`src/rtl/alu2_sequencer.sv`:
```
// Command-side sequencer for the alu2 opcode interface: streams operand pairs into
// alu2 as a multiply-accumulate job and reads back the 2*DATA_WIDTH dot product.
module alu2_sequencer #(
   parameter int DATA_WIDTH  = 8,
   parameter int COUNT_WIDTH = 4
) (
   input  logic                    clk,
   input  logic                    reset,
   input  logic                    start,
   input  logic [COUNT_WIDTH-1:0]  length,
   input  logic                    in_valid,
   input  logic [DATA_WIDTH-1:0]   in_a,
   input  logic [DATA_WIDTH-1:0]   in_b,
   output logic                    in_ready,
   output logic [3:0]              alu_opcode,
   output logic [DATA_WIDTH-1:0]   alu_data_in,
   input  logic [DATA_WIDTH-1:0]   alu_data_out,
   output logic [2*DATA_WIDTH-1:0] result,
   output logic                    result_valid,
   output logic                    busy
);

   localparam logic [3:0] OP_NOP   = 4'd0;
   localparam logic [3:0] OP_REGA  = 4'd1;
   localparam logic [3:0] OP_REGB  = 4'd2;
   localparam logic [3:0] OP_MULT  = 4'd3;
   localparam logic [3:0] OP_ACC   = 4'd4;
   localparam logic [3:0] OP_MSB   = 4'd5;
   localparam logic [3:0] OP_LSB   = 4'd6;
   localparam logic [3:0] OP_RESET = 4'd7;

   typedef enum logic [3:0] {
      S_IDLE,
      S_CLR,
      S_WAIT,
      S_LD_A,
      S_LD_B,
      S_MUL,
      S_ACC,
      S_RD_MSB,
      S_RD_LSB,
      S_CAP,
      S_DONE
   } state_t;

   state_t                   state_q;
   state_t                   state_d;
   logic [COUNT_WIDTH-1:0]   cnt_q;
   logic [DATA_WIDTH-1:0]    aHold_q;
   logic [DATA_WIDTH-1:0]    bHold_q;
   logic [3:0]               opcode_q;
   logic [DATA_WIDTH-1:0]    dataIn_q;
   logic                     inReady_q;
   logic                     busy_q;
   logic                     resultValid_q;
   logic [2*DATA_WIDTH-1:0]  result_q;

   function automatic logic [3:0] opcodeFor(input state_t s);
      case (s)
         S_CLR:    opcodeFor = OP_RESET;
         S_LD_A:   opcodeFor = OP_REGA;
         S_LD_B:   opcodeFor = OP_REGB;
         S_MUL:    opcodeFor = OP_MULT;
         S_ACC:    opcodeFor = OP_ACC;
         S_RD_MSB: opcodeFor = OP_MSB;
         S_RD_LSB: opcodeFor = OP_LSB;
         default:  opcodeFor = OP_NOP;
      endcase
   endfunction

   always_comb begin
      state_d = state_q;
      case (state_q)
         S_IDLE:   if (start) state_d = S_CLR;
         S_CLR:    state_d = (cnt_q == '0) ? S_RD_MSB : S_WAIT;
         S_WAIT:   if (in_valid) state_d = S_LD_A;
         S_LD_A:   state_d = S_LD_B;
         S_LD_B:   state_d = S_MUL;
         S_MUL:    state_d = S_ACC;
         S_ACC:    state_d = (cnt_q == COUNT_WIDTH'(1)) ? S_RD_MSB : S_WAIT;
         S_RD_MSB: state_d = S_RD_LSB;
         S_RD_LSB: state_d = S_CAP;
         S_CAP:    state_d = S_DONE;
         S_DONE:   state_d = S_IDLE;
         default:  state_d = S_IDLE;
      endcase
   end

   // Outputs are registered from the next state so each one lines up with the
   // state it belongs to; alu2 returns read data one cycle after MSB/LSB.
   always_ff @(posedge clk) begin
      if (reset) begin
         state_q       <= S_IDLE;
         cnt_q         <= '0;
         aHold_q       <= '0;
         bHold_q       <= '0;
         opcode_q      <= OP_NOP;
         dataIn_q      <= '0;
         inReady_q     <= 1'b0;
         busy_q        <= 1'b0;
         resultValid_q <= 1'b0;
         result_q      <= '0;
      end else begin
         state_q <= state_d;

         case (state_q)
            S_IDLE:   if (start) cnt_q <= length;
            S_WAIT: begin
               if (in_valid) begin
                  aHold_q <= in_a;
                  bHold_q <= in_b;
               end
            end
            S_ACC:    cnt_q <= cnt_q - COUNT_WIDTH'(1);
            S_RD_LSB: result_q[2*DATA_WIDTH-1:DATA_WIDTH] <= alu_data_out;
            S_CAP:    result_q[DATA_WIDTH-1:0] <= alu_data_out;
            default:  ;
         endcase

         opcode_q      <= opcodeFor(state_d);
         inReady_q     <= (state_d == S_WAIT);
         busy_q        <= (state_d != S_IDLE);
         resultValid_q <= (state_d == S_DONE);

         // LD_A is only entered on a handshake, so in_a is the operand being captured.
         case (state_d)
            S_LD_A:  dataIn_q <= in_a;
            S_LD_B:  dataIn_q <= bHold_q;
            default: dataIn_q <= '0;
         endcase
      end
   end

   assign in_ready     = inReady_q;
   assign alu_opcode   = opcode_q;
   assign alu_data_in  = dataIn_q;
   assign result       = result_q;
   assign result_valid = resultValid_q;
   assign busy         = busy_q;

endmodule

```
`config.mk`:
```
export PLATFORM = sky130hd
export DESIGN_NAME = alu2_sequencer
export DESIGN_NICKNAME = d
export VERILOG_FILES = /design/src/rtl/alu2_sequencer.sv
export SDC_FILE = /design/constraint.sdc
export NUM_CORES = 1
export LEC_CHECK = 0
export ABC_CLOCK_PERIOD_IN_PS = 2100
export CORE_UTILIZATION = 26
export CTS_CLUSTER_DIAMETER = 100
export DETAILED_ROUTE_END_ITERATION = 6
export PLACE_DENSITY = 0.57
export SLEW_MARGIN = 15
export SYNTH_ARGS = -nofsm -noshare
export SYNTH_HDL_FRONTEND = slang
export SYNTH_SLANG_ARGS = --single-unit
```
`constraint.sdc`:
```
create_clock -name clk -period 2.1 [get_ports clk]
set_input_delay 0.42 -clock clk [delete_from_list [all_inputs] [get_ports clk]]
set_output_delay 0.42 -clock clk [all_outputs]
set_load 0.02 [all_outputs]
```
==> results of run 1 <==
-- report_power, final --
group / internal (uW) / total, uW / switching, uW
clock: 357 / 671 / 314
combinational: 448 / 933 / 485
sequential: 991 / 1120 / 132
-- cell type report --
cell class,count,area (sq um),area share
well taps,99,124,0.0449
multi-input cells,163,908,0.329
clock buffers,5,68.8,0.0249
flip-flops and latches,46,921,0.333
repair buffers,72,688,0.249
clock inverters,3,43.8,0.0159
inverters,2,7.51,0.00272
-- layout by cell type (no fill, tap or decap), drive strengths merged, types with 2 or more instances in the layout --
cell type       n
inv             3
dfxtp          46
a21oi          30
nand2          53
nor2           20
buf            12
a211oi          3
nor3            5
o21ai           5
clkbuf          5
ha              3
nand3           2
a22oi          11
nor2b           4
nand2b          3
nor3b           2
clkdlybuf4s50  60
nor4            4
-- critical path, cell delays in order, from the launching register on --
cell and delay [ps]:
dfxtp_1 510, nor4bb_2 560, buf_4 240, a21oi_1 40, o21ai_0 170, a21oi_1 90
-- worst max path at each step --
| stage | start | endpoint | slack [ps] | cells past startpoint |
|---|---|---|---|---|
| global route | state_q[0]$_SDFF_PP0_ | cnt_q[3]$_SDFFE_PP0P_ | 250 | 5 |
| detailed placement | in_valid | bHold_q[0]$_SDFFE_PP0P_ | 210 | 5 |
| floorplan | cnt_q[1]$_SDFFE_PP0P_ | in_ready$_SDFF_PP0_ | 640 | 6 |
| CTS | state_q[3]$_SDFF_PP0_ | cnt_q[3]$_SDFFE_PP0P_ | 370 | 5 |
| finish | state_q[3]$_SDFF_PP0_ | cnt_q[3]$_SDFFE_PP0P_ | 380 | 5 |
| global placement | in_valid | bHold_q[7]$_SDFFE_PP0P_ | 200 | 5 |
-- registers in the layout, indices dropped and copies added, names as in the netlist --
name	count
busy	1
in_ready	1
alu_data_in	8
state_q	4
result	16
cnt_q	4
alu_opcode	3
bHold_q	8
result_valid	1
-- stage by stage --
step | setup WS, ps | util
after floorplan | 637 | -
after global placement | 201 | 0.367
after detailed placement | 209 | 0.367
after CTS | 375 | 0.383
after global routing | 251 | 0.383
final | 382 | 0.383
-- cells by family after synthesis --
| kind of cell | count (synthesis) | synth area share |
|---|---|---|
| AOI/OAI and AO/OA | 59 | 0.192 |
| muxes | 1 | 0.00520 |
| buffers and inverters | 18 | 0.0506 |
| and+or+nand+nor | 98 | 0.249 |
| DFF | 46 | 0.478 |
| xor gates and xnor gates | 1 | 0.00455 |
| other | 1 | 0.00195 |
| adders and majority gates | 3 | 0.0195 |
-- routing by layer --
metal	track usage	up-vias	wire [um]	part of all wire
met5	0	-	0	0
met4	0.0484	0	53	0.011
met3	0.0349	4	249	0.054
met2	0.201	36	2180	0.47
met1	0.154	806	2160	0.47
li1	-	903	-	-
==> out/qor.csv, run 1 <==
metric,value,unit
critPathRequiredTime,2290,ps
ys_ff_latch,46,
routed_via_density,4.48,
wl,4.64,mm
min-delay-start,result[1]$_SDFFE_PP0N_,
root_buffer,clkbuf_8,
cts_sinks,46,
routedWlPerCell,11.9,um
finalPower,2730,uW
layout.nets,325,
setup_viol,0,
detailed_place.area,2650,sq um
fin_cells,390,
numPortBuffers,61,
synth_edf_count,0,
synth_top_cells_by_area,"dfxtp_1 (48%), nand2_1 (10%), a21oi_1 (7.8%), a22oi_1 (4.3%), nor2_1 (3.7%)",
io_pins,63,
relSlewSlack,0.567,
hold_path.class,register to register,
design_area,2760,sq um
dp.cells,382,
r2r_end,cnt_q[3]$_SDFFE_PP0P_,
whs_endpoint,result[1]$_SDFFE_PP0N_,
ys.flop_type,dfxtp_1,
critPathKind,register to register,
outcome,"complete, no violations",
grt_max_degree,26,
finalHoldViolCount,0,
cp_max_fo,14,
cts_buffer_depth,2,
finalSetupTns,0,ps
syn_to_final_growth,43.3,%
synth-seq-area-share,0.478,
design.core.area,7210,sq um
rsz0062_at_grt,false,
drtPass1Iterations,4,
nFillCells,758,
cts_tree,built,
yosys.area.top_type,dfxtp_1,
cp-start-kind,register,
syn_area,1930,sq um
yosysMostFrequentCell,nand2_1,
syn_nets,262,
ys_async_sr_fraction,0,
tightest_slew,648,ps
post_cts_buffers,0,
vias,1749,
cts_resized,0,
r2r-start,state_q[3]$_SDFF_PP0_,
fin_crit,1720,ps
ir_worst_vdd,384,uV
die_h,88.1,um
fin_hold_ws,459,ps
antenna_found_initial,0,
synthCells,227,
finClkSkew,9.19,ps
grt_pass1_vias,1634,
reg2regPathDepth,5,
worstSetupEndpointType,register,
synth.top_cells.by_count,"nand2_1 (53), dfxtp_1 (46), a21oi_1 (30), nor2_1 (19), a22oi_1 (11)",
power.density,988,nW/um^2
start_util,0.267,
synth_warnings,0,
synth_cell_types,45,
rows,31,
h-tree-depth,2,
min_period_over_period,0.818,
timing.final.max_slew_violations,0,
diodes,0,
cts_buffers,5,
synth_top_area_frac,0.478,
first_iter_violations,99,
layout-drive-gt1-share,0.0928,
syn_area_per_cell,8.49,sq um
grt_first_pass_wirelength,7.34,mm
worstPathArrival,1900,ps
cts_hold_buf,0,
drv_cap,0,
fmax,582,MHz
hold_depth,2,
p_leak,0.000947,uW
place_hpwl,3.25,mm
globalRouteOverflowTotal,0,
clk_pin_slew,100,ps
die_x,88.1,um
die-area,7760,sq um
drcViolationCount,0,
insertion_delay,300,ps
detail-route-antenna-nets,0,
track_usage,0.123,
r2r_slack,380,ps
place_congestion,0.739,
Note: power is estimated with default switching activity, not from simulation.
==> run 2, diff against run 1 <==
ABC_CLOCK_PERIOD_IN_PS = 1800   (was 2100)
clock period = 1.8 ns   (was 2.1 ns; I/O delays follow)
==> run 2 against run 1 <==
Routed wire length shrank 0.50%; sequential power grew 15%; core utilization grew 0.83 points; hold slack lost 53 ps; clock skew shrank 3.4 ps; setup slack lost 230 ps.
==> out/qor.csv, run 2 (synthesized netlist as in run 1, its figures left out) <==
metric,value,unit,change
rows,31,,unchanged
die_x,88.1,um,unchanged
worstSetupEndpointType,register,,unchanged
vias,1766,,was 1749
post_cts_buffers,0,,unchanged
place_congestion,0.749,,was 0.739
detail-route-antenna-nets,0,,unchanged
io_pins,63,,unchanged
nFillCells,757,,was 758
ir_worst_vdd,496,uV,was 384 uV
path_cells,buf_4 > or4_1 > nand2_1 > a21oi_1,,was nor4bb_2 > buf_4 > a21oi_1 > o21ai_0 > a21oi_1
worstPathArrival,1840,ps,was 1900 ps
drv_cap,0,,unchanged
hold_depth,2,,unchanged
setup_viol,0,,unchanged
hold_path.class,primary input to register,,was register to register
r2r-start,state_q[0]$_SDFF_PP0_,,was state_q[3]$_SDFF_PP0_
layout.nets,328,,was 325
min-delay-start,reset,,was result[1]$_SDFFE_PP0N_
seq_area,921,sq um,unchanged
tightest_slew,547,ps,was 648 ps
routedWlPerCell,11.7,um,was 11.9 um
r2r_end,bHold_q[5]$_SDFFE_PP0P_,,was cnt_q[3]$_SDFFE_PP0P_
diodes,0,,unchanged
h-tree-depth,2,,unchanged
first_iter_violations,112,,was 99
cts_buffer_depth,2,,unchanged
finClkSkew,5.83,ps,was 9.19 ps
r2r_slack,150,ps,was 380 ps
cp-start-kind,register,,unchanged
grt_pass1_vias,1611,,was 1634
globalRouteOverflowTotal,0,,unchanged
reg2regPathDepth,4,,was 5
die-area,7760,sq um,unchanged
finalSetupTns,0,ps,unchanged
cts_resized,0,,unchanged
mostFrequentLayoutCell,clkdlybuf4s50_1,,unchanged
track_usage,0.124,,was 0.123
cts_buffers,5,,unchanged
drcViolationCount,0,,unchanged
cts_sinks,46,,unchanged
die_h,88.1,um,unchanged
layout-drive-gt1-share,0.102,,was 0.0928
relSlewSlack,0.630,,was 0.567
fin_crit,1650,ps,was 1720 ps
fmax,606,MHz,was 582 MHz
whs_endpoint,state_q[0]$_SDFF_PP0_,,was result[1]$_SDFFE_PP0N_
root_buffer,clkbuf_8,,unchanged
finalHoldViolCount,0,,unchanged
multi_input_area,908,sq um,unchanged
final_cell_mix,"clkdlybuf4s50_1 (60), nand2_1 (53), dfxtp_1 (46), a21oi_1 (30), nor2_1 (19)",,unchanged
drtPass1Iterations,4,,unchanged
largest_register_ffs,16,,unchanged
place_hpwl,3.29,mm,was 3.25 mm
rsz0062_at_grt,false,,unchanged
grt_first_pass_wirelength,7.36,mm,was 7.34 mm
outcome,"complete, no violations",,unchanged
routed_via_density,4.49,,was 4.48
utilization,0.391,,was 0.383
min_period_over_period,0.917,,was 0.818
insertion_delay,300,ps,about the same
design.core.area,7210,sq um,unchanged
critPathKind,register to register,,unchanged
critPathRequiredTime,1990,ps,was 2290 ps
timing.final.max_slew_violations,0,,unchanged
start_util,0.267,,unchanged
antenna_found_initial,0,,unchanged
cpMaxStageDelayCell,or4_1,,was nor4bb_2
syn_to_final_growth,46.4,%,was 43.3%
cts_hold_buf,0,,unchanged
wl,4.62,mm,was 4.64 mm
numPortBuffers,61,,unchanged
cts_tree,built,,unchanged
slowest_delay,630,ps,was 560 ps
grt_max_degree,18,,was 26
power.density,1190,nW/um^2,was 988 nW/um^2
cp_max_fo,14,,unchanged
p_leak,0.000976,uW,was 0.000947 uW
clk_pin_slew,90,ps,was 100 ps
run 2: cell count changes in the layout (fill, tap and decap cells not counted):
cell / change
bufinv_16: +1
buf_4: +2
buf_12: +1
clkinv_4: +1
inv_6: -1
clkinv_2: -1
run 2: metrics by stage:
stage               power (uW)  std cells  hold WS (ps)  worst slack, ps  instance area [sq um]
global placement          2460        385           442             33.7                   2680
floorplan                 2080        227           436              337                   1930
finish                    3360        393           406              150                   2820
detailed placement        2460        385           449             34.4                   2680
CTS                       3390        393           404              144                   2820
global route              3560        393           411            0.320                   2820
run 2: final cells by class:
| type | count | area share |
|---|---|---|
| flip-flops and latches | 46 | 0.326 |
| multi-input cells | 163 | 0.322 |
| repair buffers | 75 | 0.256 |
| well taps | 99 | 0.0439 |
| clock buffers | 5 | 0.0244 |
| clock inverters | 3 | 0.0244 |
| inverters | 2 | 0.00266 |
run 2: per-layer routing:
layer / share of wire / GRT usage / vias to the layer above
met3: 0.054 / 0.0320 / 4
li1: - / - / 911
met5: 0 / 0 / -
met1: 0.47 / 0.160 / 810
met2: 0.46 / 0.200 / 41
met4: 0.012 / 0.0440 / 0
run 2: worst max path at each step:
stage / cells past startpoint / endpoint / from
floorplan: 6 / in_ready$_SDFF_PP0_ / cnt_q[1]$_SDFFE_PP0P_
global placement: 5 / bHold_q[6]$_SDFFE_PP0P_ / in_valid
detailed placement: 5 / bHold_q[5]$_SDFFE_PP0P_ / in_valid
CTS: 6 / in_ready$_SDFF_PP0_ / cnt_q[1]$_SDFFE_PP0P_
global route: 6 / cnt_q[3]$_SDFFE_PP0P_ / state_q[2]$_SDFF_PP0_
finish: 4 / bHold_q[5]$_SDFFE_PP0P_ / state_q[0]$_SDFF_PP0_
run 2: report_power, final:
part	internal [uW]	total, uW	switching (uW)
clock network	556	916	360
registers	1160	1290	130
logic	563	1160	596
total	2270	3360	1090
run 2: worst max-delay path: cells and delay by family (launching register included):
kind	cells	cell delay, ps
DFF	1	490
AOI/OAI and AO/OA	1	70
and+or+nand+nor	2	760
buffers and inverters	1	240
